[src/rtl/instr_fetch_if.sv]
// Purpose : groups the fetch stage's memory, decode and redirect signals into one bundle.
// Latency : none; this file only declares wires and modports.
// Backpressure: id_ready stalls the decode handoff; the memory side has no stall input.
// Ports   : master = fetch stage (drives imem_req/addr and the id_* outputs);
//           slave  = environment (memory, decode stage, execute-stage redirect).
interface instr_fetch_if;
  logic        branch_taken;
  logic [31:0] branch_target;
  logic        imem_req;
  logic [31:0] imem_addr;
  logic        imem_rvalid;
  logic [31:0] imem_rdata;
  logic        id_valid;
  logic        id_ready;
  logic [31:0] id_pc;
  logic [31:0] id_instr;
  logic [6:0]  id_opcode;
  logic [31:0] fetch_count;

  modport master (
    input  branch_taken, branch_target, imem_rvalid, imem_rdata, id_ready,
    output imem_req, imem_addr, id_valid, id_pc, id_instr, id_opcode, fetch_count
  );

  modport slave (
    output branch_taken, branch_target, imem_rvalid, imem_rdata, id_ready,
    input  imem_req, imem_addr, id_valid, id_pc, id_instr, id_opcode, fetch_count
  );
endinterface

[src/rtl/instr_fetch.sv]
// Purpose : instruction fetch stage with one outstanding imem read and a branch redirect.
// Latency : request, memory latency, then one HOLD cycle; best case is 3 cycles per instruction.
// Backpressure: id_ready low keeps the word in HOLD and blocks new requests.
// Ports   : clk, reset (synchronous, active high); bus = instr_fetch_if.master
//           (imem request/response, decode valid/ready with pc/instr/opcode, redirect, fetch_count).
module instr_fetch #(
  parameter logic [31:0] RESET_PC  = 32'h0000_0000,
  parameter logic [31:0] NOP_INSTR = 32'h0000_0013
) (
  input logic           clk,
  input logic           reset,
  instr_fetch_if.master bus
);

  typedef enum logic [1:0] {FETCH, WAIT, HOLD, DRAIN} state_t;

  state_t      state_q;
  logic [31:0] pc_q;
  logic        valid_q;
  logic [31:0] id_pc_q;
  logic [31:0] id_instr_q;
  logic [31:0] fetch_count_q;

  logic [31:0] target_d;
  logic [31:0] pc_inc_d;
  logic [31:0] count_inc_d;

  // Redirect targets are word aligned; the low two bits are dropped.
  assign target_d    = {bus.branch_target[31:2], 2'b00};
  assign pc_inc_d    = pc_q + 32'd4;
  assign count_inc_d = fetch_count_q + 32'd1;

  // A request in the same cycle as a redirect would fetch the wrong path, so
  // it is suppressed; reset also masks it because state_q may be stale then.
  assign bus.imem_req    = (state_q == FETCH) && !bus.branch_taken && !reset;
  assign bus.imem_addr   = pc_q;
  // A redirect kills the held word in the same cycle, before decode can take it.
  assign bus.id_valid    = valid_q && !bus.branch_taken;
  assign bus.id_pc       = id_pc_q;
  assign bus.id_instr    = id_instr_q;
  assign bus.id_opcode   = id_instr_q[6:0];
  assign bus.fetch_count = fetch_count_q;

  always_ff @(posedge clk) begin
    if (reset) begin
      state_q       <= FETCH;
      pc_q          <= RESET_PC;
      valid_q       <= 1'b0;
      id_pc_q       <= 32'd0;
      id_instr_q    <= NOP_INSTR;
      fetch_count_q <= 32'd0;
    end else begin
      case (state_q)
        FETCH: begin
          if (bus.branch_taken) begin
            pc_q <= target_d;
          end else begin
            state_q <= WAIT;
          end
        end
        WAIT: begin
          if (bus.branch_taken) begin
            // The outstanding read must still complete; if it has not yet
            // returned, DRAIN swallows it so it is never mistaken for the
            // redirected fetch.
            pc_q    <= target_d;
            state_q <= bus.imem_rvalid ? FETCH : DRAIN;
          end else if (bus.imem_rvalid) begin
            id_instr_q <= bus.imem_rdata;
            id_pc_q    <= pc_q;
            valid_q    <= 1'b1;
            pc_q       <= pc_inc_d;
            state_q    <= HOLD;
          end
        end
        HOLD: begin
          if (bus.branch_taken) begin
            valid_q    <= 1'b0;
            id_instr_q <= NOP_INSTR;
            pc_q       <= target_d;
            state_q    <= FETCH;
          end else if (bus.id_ready) begin
            valid_q       <= 1'b0;
            fetch_count_q <= count_inc_d;
            state_q       <= FETCH;
          end
        end
        DRAIN: begin
          if (bus.branch_taken) begin
            pc_q <= target_d;
          end
          if (bus.imem_rvalid) begin
            state_q <= FETCH;
          end
        end
        default: state_q <= FETCH;
      endcase
    end
  end

endmodule

[src/flat_wrapper.sv]
// flat-port wrapper written by rule: the top's interface ports become plain ports
module instr_fetch_flat 
#(
  parameter logic [31:0] RESET_PC  = 32'h0000_0000,
  parameter logic [31:0] NOP_INSTR = 32'h0000_0013
)
  (clk, reset, bus_branch_taken, bus_branch_target, bus_imem_rvalid, bus_imem_rdata, bus_id_ready, bus_imem_req, bus_imem_addr, bus_id_valid, bus_id_pc, bus_id_instr, bus_id_opcode, bus_fetch_count);
  instr_fetch_if bus_i ();
  input logic clk;
  input logic reset;
  input wire logic [$bits(bus_i.branch_taken)-1:0] bus_branch_taken;
  input wire logic [$bits(bus_i.branch_target)-1:0] bus_branch_target;
  input wire logic [$bits(bus_i.imem_rvalid)-1:0] bus_imem_rvalid;
  input wire logic [$bits(bus_i.imem_rdata)-1:0] bus_imem_rdata;
  input wire logic [$bits(bus_i.id_ready)-1:0] bus_id_ready;
  output wire logic [$bits(bus_i.imem_req)-1:0] bus_imem_req;
  output wire logic [$bits(bus_i.imem_addr)-1:0] bus_imem_addr;
  output wire logic [$bits(bus_i.id_valid)-1:0] bus_id_valid;
  output wire logic [$bits(bus_i.id_pc)-1:0] bus_id_pc;
  output wire logic [$bits(bus_i.id_instr)-1:0] bus_id_instr;
  output wire logic [$bits(bus_i.id_opcode)-1:0] bus_id_opcode;
  output wire logic [$bits(bus_i.fetch_count)-1:0] bus_fetch_count;
  assign bus_i.branch_taken = bus_branch_taken;
  assign bus_i.branch_target = bus_branch_target;
  assign bus_i.imem_rvalid = bus_imem_rvalid;
  assign bus_i.imem_rdata = bus_imem_rdata;
  assign bus_i.id_ready = bus_id_ready;
  assign bus_imem_req = bus_i.imem_req;
  assign bus_imem_addr = bus_i.imem_addr;
  assign bus_id_valid = bus_i.id_valid;
  assign bus_id_pc = bus_i.id_pc;
  assign bus_id_instr = bus_i.id_instr;
  assign bus_id_opcode = bus_i.id_opcode;
  assign bus_fetch_count = bus_i.fetch_count;
  instr_fetch #(.RESET_PC(RESET_PC), .NOP_INSTR(NOP_INSTR)) u_core (.clk(clk), .reset(reset), .bus(bus_i));
endmodule
[config.mk]
export PLATFORM = sky130hd
export DESIGN_NAME = instr_fetch_flat
export DESIGN_NICKNAME = d
export VERILOG_FILES = /design/src/rtl/instr_fetch_if.sv /design/src/rtl/instr_fetch.sv /design/src/flat_wrapper.sv
export SDC_FILE = /design/constraint.sdc
export NUM_CORES = 1
export LEC_CHECK = 0
export ABC_AREA = 0
export CAP_MARGIN = 20
export CORE_MARGIN = 2
export CORE_UTILIZATION = 24
export CTS_CLUSTER_SIZE = 40
export DETAILED_ROUTE_END_ITERATION = 8
export PLACE_DENSITY_LB_ADDON = 0.12
export SYNTH_ARGS = -nofsm -noshare
export SYNTH_HDL_FRONTEND = slang
export SYNTH_SLANG_ARGS = --single-unit
[constraint.sdc]
create_clock -name clk -period 1.9 [get_ports clk]
set_input_delay 0.38 -clock clk [delete_from_list [all_inputs] [get_ports clk]]
set_output_delay 0.38 -clock clk [all_outputs]
set_load 0.01 [all_outputs]
==> metrics.yaml, run 1 <==
status: "finished, final reports clean"
cts-root-buf: "clkbuf_16"
drv_slew: 0
synthTopCellsByArea: "dfxtp_1 (45%), nor2_1 (5.8%), nand2_1 (5.5%)"
finalHoldWorstSlack_ns: 0.333
postPlaceCellArea_um2: 8600
drc: 0
synthTopCellsByCount: "dfxtp_1 (127), nor2_1 (88), nand2_1 (83)"
p_leak_nw: 3.42
grt_pass1_vias: 5550
drive_above_1_share_pct: 17.3
cp_slowest_cell: "clkdlybuf4s50_1"
finalNetCount: 1005
drv_cap: 0
dieHeight_um: 158
met3_usage_pct: 4.76
filler_cell_count: 2454
worst-path-buf-inv: 2
via_count: 5657
synth_top_area_cell: "dfxtp_1"
final_cell_area_um2: 9230
grt_overflow_total: 0
cts-buffers-inserted: 17
cts_tree: "yes"
synth_seq_cells: 127
design.portCount: 206
grt_util_met1_pct: 19.6
fin_ws_ns: 0.0671
place_congestion: 0.744
die_x_um: 158
viasPerCell: 4.46
cts.sinks: 127
drt-pass1-iter-count: 4
hold_path.startpoint: "bus_branch_taken"
cpPeakStageDelay_ns: 0.53
synth_area_um2: 5690
yosys.area.top_type_share_pct: 44.7
htree_levels: 4
grt_first_pass_wirelength_um: 29300
ctsHoldBuffers: 0
fp-row-count: 56
yosysWarnings: 0
syn_to_final_growth_pct: 62.1
worstSkewPairLatency_ns: 0.42
worstReg2RegStart: "u_core.bus.fetch_count[19]"
critPathCaptureType: "output port"
ir_drop_mv: 0.533
wl_um: 18700
cp_top_family: "buffers and inverters"
cp_num_cells: 2
reg2reg_slack_ns: 0.11
path_clk_slew_ns: 0.06
total_power_mw: 6.68
drtAntennaViolNets: 0
first_iter_violations: 291
r2r-end: "u_core.bus.fetch_count[22]"
reg2reg_depth: 5
postSynthAreaPerCell_um2: 8.43
antenna_found_initial: 1
use_met2_pct: 24.0
cp.arrival_ns: 1.45
yosys.cell_types.count: 56
synthArstFlopShare_pct: 0
die_area_um2: 25000
crit_type: "reg -> out"
synth_most_common_cell: "dfxtp_1"
tightest_slew_ns: 0.524
finalHoldViolations: 0
startpoint: "u_core.bus.imem_addr[18]"
dp_hpwl_um: 13500
fin_crit_sh_pct: 96.5
finalSetupViolCount: 0
grt_max_degree: 72
period_minus_slack_ns: 1.83
hold_class: "in -> reg"
synth_edf_count: 0
critPathMaxFanout: 5
cp.required_ns: 1.52
rsz0062_at_grt: "false"
finClkSkew_ns: 0.0107
place_ws_ns: -0.374
core_um2: 23400
relSlewSlack_pct: 65.0
clk_path_buf_depth: 2
power_density_nw_per_um2: 724
synth_flop_cell: "dfxtp_1"
portBuffers: 199
hold_end: "u_core.state_q[0]"
busiest_layer: "met2"
holdPathStages: 3
track_usage_pct: 15.0
wl_per_cell_um: 14.8
fmax_ghz: 0.546
syn_inst: 675
cp_cell_sequence: "buf_4 -> clkdlybuf4s50_1"
yosysSeqAreaShare_pct: 44.7
start_util_pct: 24.3
critPathLaunchType: "register"
==> layout make-up <==
| type | instances | area (um^2) | area share, % |
|---|---|---|---|
| multi-input combinational | 474 | 2850 | 30.9 |
| timing repair buffer | 293 | 2790 | 30.2 |
| sequential | 127 | 2550 | 27.6 |
| clock buffer | 17 | 425 | 4.61 |
| tap | 319 | 399 | 4.33 |
| clock inverter | 15 | 135 | 1.46 |
| inverter | 21 | 78.8 | 0.854 |
| antenna | 1 | 2.50 | 0.0271 |
==> cells in the final DEF, fill, tap and decap left out, types with 8 or more instances in the layout <==
cell type and count:
a21oi_1 49, a22oi_1 30, and3_1 14, buf_4 86
clkbuf_16 17, clkdlybuf4s50_1 192, dfxtp_1 121, inv_1 21
nand2_1 83, nand3_1 20, nand4_1 21, nor2_1 87
nor3_1 15, nor3_2 12, or3_1 8, xnor2_1 28
xor2_1 8
==> per-stage QoR <==
step | utilization, % | TNS [ns] | std cells
floorplan | - | 0 | 678
global placement | 36.8 | -17.00 | 1232
detailed placement | 36.8 | -19.38 | 1232
CTS | 39.2 | 0 | 1264
global route | 39.4 | 0 | 1266
finish | 39.4 | 0 | 1267
==> per-layer routing <==
layer / vias to the layer above / wire length, um
met5: - / 0
met4: 0 / 256
met3: 16 / 1180
met2: 153 / 8440
met1: 2613 / 8840
li1: 2875 / -
==> how the worst max path moves through the flow <==
stage	end	slack [ns]
after floorplan	u_core.bus.fetch_count[30]	0.05
after global placement	u_core.bus.imem_addr[12]	-0.30
after detailed placement	u_core.bus.imem_addr[12]	-0.37
after CTS	bus_fetch_count[4]	0.006
after global routing	bus_imem_addr[18]	0.0007
final	bus_imem_addr[18]	0.07
==> worst reg2reg max path, cell delays in order, from the launching register on <==
cell and delay [ns]:
dfxtp_1 0.38, nand4_1 0.14, or4_4 0.58, buf_4 0.18, or3_1 0.30, a21oi_1 0.14
==> kinds of logic (layout without fill, tap and decap cells) <==
group	count (synthesis)	after routing	synth area share, %
AOI/OAI and AO/OA	123	123	14.1
adders and majority gates	2	2	0.440
muxes	6	6	1.10
xor gates and xnor gates	36	36	5.54
buffers and inverters	77	346	6.18
DFF	127	127	44.7
and+or+nand+nor	303	303	27.9
other	1	5	0.0659
==> state kept, by name, indices dropped and copies added, names as in the netlist <==
signal,flops
u_core.bus.fetch_count,32
u_core.bus.id_instr,32
u_core.bus.id_pc,30
u_core.bus.imem_addr,30
u_core.state_q,2
u_core.valid_q,1
==> report_power, final <==
group | switching (mW) | internal, mW
logic | 0.333 | 0.407
registers | 0.0496 | 2.73
clock network | 1.34 | 1.82
total | 1.72 | 4.96
==> timing repair <==
action / in CTS / in global routing
setup endpoints to repair: 7 / 25
pin swaps: 0 / 2
gates resized for setup: 7 / 19
buffers inserted: 0 / 2
cloned: 0 / 0
No activity file was read; power rests on OpenSTA's default activity.
==> inputs of run 2 (changes only) <==
ABC_AREA = unset   (was 0)
CTS_BUF_LIST = sky130_fd_sc_hd__clkbuf_8 sky130_fd_sc_hd__clkbuf_16   (was unset)
==> results of run 2 <==
Final layout, timing and power as in run 1 (identical DEF).
